### src/rtl/io_pkg.sv
// Shared constants and helpers for the processor I/O port blocks.
package io_pkg;

  localparam int unsigned NUM_PORTS     = 4;
  localparam int unsigned PORT_SEL_W    = 2;
  localparam int unsigned DEFAULT_WIDTH = 8;

  typedef logic [PORT_SEL_W-1:0] port_sel_t;

  localparam port_sel_t P0 = 2'd0;
  localparam port_sel_t P1 = 2'd1;
  localparam port_sel_t P2 = 2'd2;
  localparam port_sel_t P3 = 2'd3;

  function automatic logic [NUM_PORTS-1:0] port_onehot(input port_sel_t sel);
    logic [NUM_PORTS-1:0] oh;
    oh      = '0;
    oh[sel] = 1'b1;
    return oh;
  endfunction

endpackage

### src/rtl/out_port_fifo.sv
// Per-port output FIFO with valid/ack head interface; a push to a full FIFO is
// accepted only when the head is popped on the same edge.
module out_port_fifo #(
  parameter int unsigned WIDTH = 8,
  parameter int unsigned DEPTH = 2
) (
  input  logic             clk,
  input  logic             reset,
  input  logic             push,
  input  logic [WIDTH-1:0] din,
  input  logic             pop,
  output logic [WIDTH-1:0] dout,
  output logic             valid,
  output logic             full,
  output logic             overrun_set
);

  localparam int unsigned PtrW = $clog2(DEPTH);
  localparam int unsigned CntW = PtrW + 1;
  localparam logic [CntW-1:0] DepthCnt = CntW'(DEPTH);

  logic [WIDTH-1:0] mem_q [DEPTH];
  logic [PtrW-1:0]  wr_ptr_q, rd_ptr_q;
  logic [CntW-1:0]  count_q, count_d;
  logic             do_push, do_pop;

  assign valid       = (count_q != '0);
  assign full        = (count_q == DepthCnt);
  assign do_pop      = pop && valid;
  assign do_push     = push && (!full || do_pop);
  assign overrun_set = push && full && !do_pop;
  // Gate the head so stale storage never shows while empty.
  assign dout        = valid ? mem_q[rd_ptr_q] : '0;

  always_comb begin
    count_d = count_q;
    unique case ({do_push, do_pop})
      2'b10:   count_d = count_q + 1'b1;
      2'b01:   count_d = count_q - 1'b1;
      default: count_d = count_q;
    endcase
  end

  always_ff @(posedge clk) begin
    if (reset) begin
      wr_ptr_q <= '0;
      rd_ptr_q <= '0;
      count_q  <= '0;
    end else begin
      if (do_push) wr_ptr_q <= wr_ptr_q + 1'b1;
      if (do_pop)  rd_ptr_q <= rd_ptr_q + 1'b1;
      count_q <= count_d;
    end
  end

  always_ff @(posedge clk) begin
    if (do_push) mem_q[wr_ptr_q] <= din;
  end

endmodule

### src/rtl/output_module.sv
// Four-port processor output block: write decode, full mux and sticky overrun
// flags around one FIFO per port.
module output_module
  import io_pkg::*;
#(
  parameter int unsigned WIDTH = DEFAULT_WIDTH,
  parameter int unsigned DEPTH = 2
) (
  input  logic                  clk,
  input  logic                  reset,
  input  logic                  we,
  input  logic [PORT_SEL_W-1:0] sel_port,
  input  logic [WIDTH-1:0]      data_in,
  output logic [WIDTH-1:0]      out_p0,
  output logic [WIDTH-1:0]      out_p1,
  output logic [WIDTH-1:0]      out_p2,
  output logic [WIDTH-1:0]      out_p3,
  output logic [NUM_PORTS-1:0]  out_valid,
  input  logic [NUM_PORTS-1:0]  out_ack,
  output logic                  full,
  output logic [NUM_PORTS-1:0]  overrun,
  input  logic                  clr_overrun
);

  logic [NUM_PORTS-1:0] push_vec;
  logic [NUM_PORTS-1:0] full_vec;
  logic [NUM_PORTS-1:0] ovr_set_vec;
  logic [WIDTH-1:0]     dout_vec [NUM_PORTS];
  logic [NUM_PORTS-1:0] overrun_q, overrun_d;

  assign push_vec = we ? port_onehot(sel_port) : '0;
  assign full     = full_vec[sel_port];

  for (genvar i = 0; i < NUM_PORTS; i++) begin : g_port
    out_port_fifo #(
      .WIDTH(WIDTH),
      .DEPTH(DEPTH)
    ) u_fifo (
      .clk        (clk),
      .reset      (reset),
      .push       (push_vec[i]),
      .din        (data_in),
      .pop        (out_ack[i]),
      .dout       (dout_vec[i]),
      .valid      (out_valid[i]),
      .full       (full_vec[i]),
      .overrun_set(ovr_set_vec[i])
    );
  end

  assign out_p0 = dout_vec[P0];
  assign out_p1 = dout_vec[P1];
  assign out_p2 = dout_vec[P2];
  assign out_p3 = dout_vec[P3];

  // A new drop on the clearing edge still sets its bit.
  always_comb begin
    overrun_d = (clr_overrun ? '0 : overrun_q) | ovr_set_vec;
  end

  always_ff @(posedge clk) begin
    if (reset) overrun_q <= '0;
    else       overrun_q <= overrun_d;
  end

  assign overrun = overrun_q;

endmodule

### config.mk
export PLATFORM = sky130hd
export DESIGN_NAME = output_module
export DESIGN_NICKNAME = d
export VERILOG_FILES = /design/src/rtl/io_pkg.sv /design/src/rtl/out_port_fifo.sv /design/src/rtl/output_module.sv
export SDC_FILE = /design/constraint.sdc
export NUM_CORES = 1
export LEC_CHECK = 0
export CORE_UTILIZATION = 40
export CTS_CLUSTER_DIAMETER = 60
export DETAILED_ROUTE_END_ITERATION = 8
export GPL_TIMING_DRIVEN = 0
export PLACE_DENSITY = 0.72
export SETUP_SLACK_MARGIN = 0.15
export SLEW_MARGIN = 15
export SYNTH_ARGS = -nofsm -noshare
export SYNTH_HDL_FRONTEND = slang
export SYNTH_HIERARCHICAL = 1
export SYNTH_SLANG_ARGS = --single-unit
### constraint.sdc
create_clock -name clk -period 2.35 [get_ports clk]
set_clock_uncertainty 0.15 [all_clocks]
set_input_delay 0.47 -clock clk [delete_from_list [all_inputs] [get_ports clk]]
set_output_delay 0.47 -clock clk [all_outputs]
set_load 0.01 [all_outputs]
==> metrics.cfg, run 1 <==
[placed_design]
gp_congestion = 0.7505
post-dp-hpwl_mm = 4.707
placed_area_um2 = 4369
port_buffers = 58

[timing]
setup_violations = 0
rsz0062_at_grt = yes
drv_slew = 0
fin_setup_tns_ns = 0
finalHoldViolCount = 0
whs_ns = 0.3332
finalCriticalPeriod_ns = 2.217
maxSlewHeadroom_pct = 27.92
worstMarginPinSlew_ns = 1.078
max_freq_ghz = 0.4510
min_period_over_period_pct = 94.35

[setup_path]
worstSetupEndpointType = output pin
cp_max_fo = 8
cp_data_arrival_time_ns = 1.60
worstSetupPathType = reg2out
max_stage_delay_ns = 0.48
critical_path.top_delay_family = multiplexers
crit_chain = nand2b_4 > inv_1 > mux4_2 > buf_6
critical-path-slowest-cell = mux4_2
regToRegSetupSlack_ns = 0.60
cp.required_ns = 1.73
crit_buf_inv = 2
cp-start-kind = flop

[drt]
drc_errors = 0
post_drt_wl_per_cell_um = 15.48
routed_wl_mm = 7.448
drtIter0Drc = 118
viasPerCell = 4.923
num_vias = 2368
dr.pass1.iters = 4
antenna_left = 0

[global_route]
grt_pass1_wl_mm = 11.38
antenna_found_initial = 0
grt.total_usage_pct = 15.59
first_global_vias = 2189
grt_max_degree = 29
gr-total-overflow = 0

[cells_and_area]
design_area_um2 = 4802
syn_to_final_growth_pct = 31.44
multiInputGateArea_um2 = 1226
n_antenna_cell = 0
drive_gt1_share_pct = 19.03
n_fill_cell = 732
fin_nets = 386
register_area_um2 = 2417

[cts]
clk_pin_slew_ns = 0.09
cts_made_buffers = 9
clk_latency_ns = 0.36
h-tree-depth = 3
cts_buffer_depth = 2
cts.sinks = 88
cts_tree = done
cts_root_buf = clkbuf_8

[yosys]
post_synth_num_cell_types = 22
syn-num-nets = 304
yosysTopAreaCell = edfxtp_1
synth_area_leaders = edfxtp_1 53%, dfxtp_1 13%, mux2i_1 9.9%, nor2_1 6.7%, a21oi_1 2.2%
synth_area_um2 = 3654
syn_inst = 286
ys_ff_latch = 88
synth.avg_cell_area_um2 = 12.77
yosys_warnings = 6
netlist.area_leader.share_pct = 52.60
synth-seq-area-share_pct = 65.75

[floorplanning]
start_util_pct = 41.69
dieArea_um2 = 9520
ios = 59
die_h_um = 97.57
core_area_um2 = 8763
die_w_um = 97.57
row_count = 34

[outcome]
status = finished clean

[pwr]
leakage_uw = 0.002107
power_uw = 2939
power_density_nw_per_um2 = 612.1
ir_drop_mv = 0.2794

[run]
maxCapViolations = 0

[worst_hold_path]
hold_path.class = reg2reg

==> flip-flops by register name, summed over array words and instances (netlist names), named ones only <==
signal and cells:
overrun 4, g_port.u_fifo/count_q 8, g_port.u_fifo/mem_q 64, g_port.u_fifo/rd_ptr_q 4
g_port.u_fifo/wr_ptr_q 4
==> layout make-up <==
type / instances / share of cell area, %
multi-input combinational: 177 / 25.53
sequential: 88 / 50.34
buffer: 8 / 1.798
inverter: 16 / 1.251
timing repair buffer: 68 / 14.54
clock inverter: 6 / 1.068
clock buffer: 10 / 2.658
tap: 108 / 2.814
==> per-layer routing <==
layer  global-route usage (%)  routed length [um]  vias to the layer above
met3                    5.036                 392                       10
li1                         -                   -                     1161
met5                        0                   0                        -
met1                    21.53                3562                     1125
met4                    3.733                  65                        0
met2                    23.88                3427                       72
==> repair_timing <==
| item | 4_1_cts | 5_1_grt |
|---|---|---|
| pin swaps | 2 | 4 |
| gates resized for setup | 37 | 38 |
| endpoints found under the setup margin | 69 | 45 |
| hold buffers | 0 | 0 |
| setup buffers | 3 | 7 |
| cloned | 0 | 3 |
==> per-stage QoR <==
step | utilization (%) | instances | setup WS (ns)
detailed placement | 49.86 | 452 | -0.5256
CTS | 52.83 | 471 | 0.04999
floorplan | - | 286 | 0.3720
global placement | 49.86 | 452 | -0.5006
global route | 54.80 | 481 | 0.06934
finish | 54.80 | 481 | 0.1327
==> synthesized netlist by cell type (all sizes together) <==
library cell and number:
and3b 1, edfxtp 64, mux4 1, dfxtp 24, nor3b 1, xor2 8, o21ai 8, mux2i 36
inv 16, buf 8, a21oi 16, nand2 5, nor3 4, nor2 69, mux2 4, nand2b 16
o21a 4, and3 1
==> where the power goes <==
group	leakage [uW]	total (uW)	switching, uW	internal (uW)
logic	0.00124	273	140	133
registers	0.000779	1720	22.7	1700
clock network	0.0000875	945	548	397
total	0.00211	2940	711	2230
==> worst min-delay path, stage by stage, from the launching register on <==
cell and delay [ns]:
dfxtp_1 0.32, nand2b_1 0.06, a21oi_1 0.06
==> logic make-up (layout without fill, tap and decap cells) <==
group	count (synthesis)	in the layout	synth area share [%]
compound gates	28	28	4.521
xor+xnor	8	8	1.918
simple gates	97	100	12.67
mux	41	41	12.12
flops	88	88	65.75
buf+inv	24	108	3.014
==> path summary, 6_finish.rpt <==
check,start,to,depth (start not counted)
worst max-delay path,g_port[3].u_fifo/count_q[0],full,4
worst min-delay path,overrun[2],overrun[2],2
worst max register to register,g_port[3].u_fifo/count_q[0],g_port[3].u_fifo/mem_q[1][1],3
worst min register to register,overrun[2],overrun[2],2
==> cells in the final DEF, fill, tap and decap left out, drive strengths merged, types with 5 or more instances in the layout <==
master | netlist | routed
nand2b | 16 | 16
clkdlybuf4s50 | 0 | 24
o21ai | 8 | 8
nor2 | 69 | 72
a21oi | 16 | 16
dlymetal6s2s | 0 | 22
xor2 | 8 | 8
clkbuf | 0 | 10
nand2 | 5 | 5
buf | 8 | 19
mux2i | 36 | 36
inv | 16 | 18
dlygate4sd2 | 0 | 11
dfxtp | 24 | 24
edfxtp | 64 | 64
(Power assumes the default switching activity.)
==> run 2: changes to the inputs <==
--- a/config.mk
+++ b/config.mk
@@ -17,2 +17,3 @@
 export SYNTH_HIERARCHICAL = 1
 export SYNTH_SLANG_ARGS = --single-unit
+export TNS_END_PERCENT = 5
==> constraint.sdc (replaced) <==
create_clock -name clk -period 2.35 [get_ports clk]
set_clock_uncertainty 0.15 [all_clocks]
set_input_delay 0.235 -clock clk [delete_from_list [all_inputs] [get_ports clk]]
set_output_delay 0.235 -clock clk [all_outputs]
set_load 0.01 [all_outputs]
==> run 2 against run 1 <==
Sequential power about the same. Critical endpoint unchanged. Count of clock-buffer cells in the layout unchanged. Critical path type unchanged. Non-clock buffer count decreased by 10. Sequential cell count is the same. Via count decreased by 3.9%.
==> metrics.cfg, run 2 (same netlist as run 1, synthesis figures left out) <==
[floorplanning]
start_util_pct = 41.69
die_h_um = 97.57
row_count = 34
ios = 59
dieArea_um2 = 9520
core_area_um2 = 8763
die_w_um = 97.57

[cts]
h-tree-depth = 3
cts_root_buf = clkbuf_8
cts_buffer_depth = 2
cts_made_buffers = 9
clk_pin_slew_ns = 0.09
cts.sinks = 88
cts_setup_buffers = 0
hold_buffers = 0
clk_latency_ns = 0.35
cts_tree = done

[setup_path]
critical-path-slowest-cell = mux4_2
cp-start-kind = flop
cp_data_arrival_time_ns = 1.73
critical_path.top_delay_family = multiplexers
crit_chain = nand2b_4 > inv_1 > mux4_2 > dlygate4sd2_1
worstSetupPathType = reg2out
max_stage_delay_ns = 0.47
cp_max_fo = 7
worstSetupEndpointType = output pin
crit_buf_inv = 2
cp.required_ns = 1.97

[run]
maxCapViolations = 0

[drt]
drc_errors = 0
met3_length_um = 404
antenna_left = 0
routed_wl_mm = 6.855
num_vias = 2276
dr.pass1.iters = 4
post_drt_wl_per_cell_um = 14.65
viasPerCell = 4.863
wl_met2_mm = 3.224
drtIter0Drc = 116
top_layer_used = met4
wl_met1_mm = 3.175

[cells_and_area]
n_fill_cell = 762
syn_to_final_growth_pct = 25.55
fin_nets = 373
design_area_um2 = 4587
largest_register_ffs = 64
top_register = g_port.u_fifo/mem_q
drive_gt1_share_pct = 13.33
n_antenna_cell = 0
final_cell_mix = 64 x nor2_1, 64 x edfxtp_1, 57 x clkdlybuf4s50_1
reg_top3 = g_port.u_fifo/mem_q (64), g_port.u_fifo/count_q (8)

[timing]
whs_ns = 0.3331
maxSlewHeadroom_pct = 28.83
rsz0062_at_grt = yes
setup_violations = 0
drv_slew = 0
max_freq_ghz = 0.4728
worstMarginPinSlew_ns = 1.064
min_period_over_period_pct = 90.00
fin_setup_tns_ns = 0
finalCriticalPeriod_ns = 2.115
finalHoldViolCount = 0

[global_route]
grt_pass1_wl_mm = 11.12
antenna_found_initial = 0
gr-total-overflow = 0
grt_max_degree = 29
grt.total_usage_pct = 15.31
first_global_vias = 2139

[pwr]
power_density_nw_per_um2 = 636.2
ir_drop_mv = 0.2713
p_sw_share_pct = 23.82
p_switching_uw = 695.2
p_clk_share_pct = 32.2
p_int_uw = 2223
power_frac_comb_pct = 8.9
leakage_uw = 0.001604
pwr-share-seq_pct = 58.9

[placed_design]
gp_congestion = 0.7505
post-dp-hpwl_mm = 4.707
placed_area_um2 = 4369
port_buffers = 58

[outcome]
status = finished clean

[worst_hold_path]
hold_path.class = reg2reg

run 2: cell count changes in the layout (fill, tap and decap cells not counted), sizes merged:
cell	before	now
clkbuf	10	13
dlygate4sd2	11	1
clkdlybuf4s50	24	57
buf	19	5
nor2	72	69
dlymetal6s2s	22	0
run 2: layout make-up:
| class | count | area [um2] | area share [%] |
|---|---|---|---|
| multi-input combinational | 174 | 1169 | 25.48 |
| clock buffer | 10 | 127.6 | 2.782 |
| tap | 108 | 135.1 | 2.946 |
| timing repair buffer | 58 | 579.3 | 12.63 |
| sequential | 88 | 2407 | 52.48 |
| inverter | 16 | 60.06 | 1.309 |
| clock inverter | 6 | 51.30 | 1.118 |
| buffer | 8 | 57.56 | 1.255 |
run 2: power by group through the flow:
stage                     clock, uW  sequential, uW  combinational (uW)
after floorplan                   0            1750                 127
final                           941            1720                 258
after global placement            0            1750                 250
after CTS                       977            1720                 258
after global routing           1030            1720                 283
after detailed placement          0            1750                 257
run 2: worst paths after layout:
kind / start / endpoint / slack, ns / cells after the start
worst min-delay path: overrun[2] / overrun[2] / 0.33 / 2
worst min register to register: overrun[2] / overrun[2] / 0.33 / 2
worst max register to register: g_port[3].u_fifo/count_q[0] / g_port[3].u_fifo/mem_q[1][1] / 0.62 / 3
worst max-delay path: g_port[3].u_fifo/count_q[0] / full / 0.24 / 4
run 2: worst min-delay path: cells and delay by family (launching register included):
| family | cells | cell delay, ns |
|---|---|---|
| compound gates | 1 | 0.06 |
| flops | 1 | 0.32 |
| simple gates | 1 | 0.06 |
run 2: what timing repair did:
item / CTS / global route
endpoints found under the setup margin: 20 / 66
resized for setup: 5 / 9
pin swaps: 0 / 0
run 2: per-stage QoR:
step	std cells	utilization (%)	worst slack, ns	power [uW]
floorplan	286	-	0.6070	1876
global placement	452	49.86	-0.2656	2001
detailed placement	452	49.86	-0.2906	2010
CTS	468	51.94	0.08439	2953
global route	468	52.34	0.1077	3034
finish	468	52.34	0.2350	2918
run 2: metal layers:
layer  track usage, %  vias up
met1            20.94     1084
li1                 -     1127
met3            5.036        6
met4            3.733        0
met5                0        -
met2            23.56       59
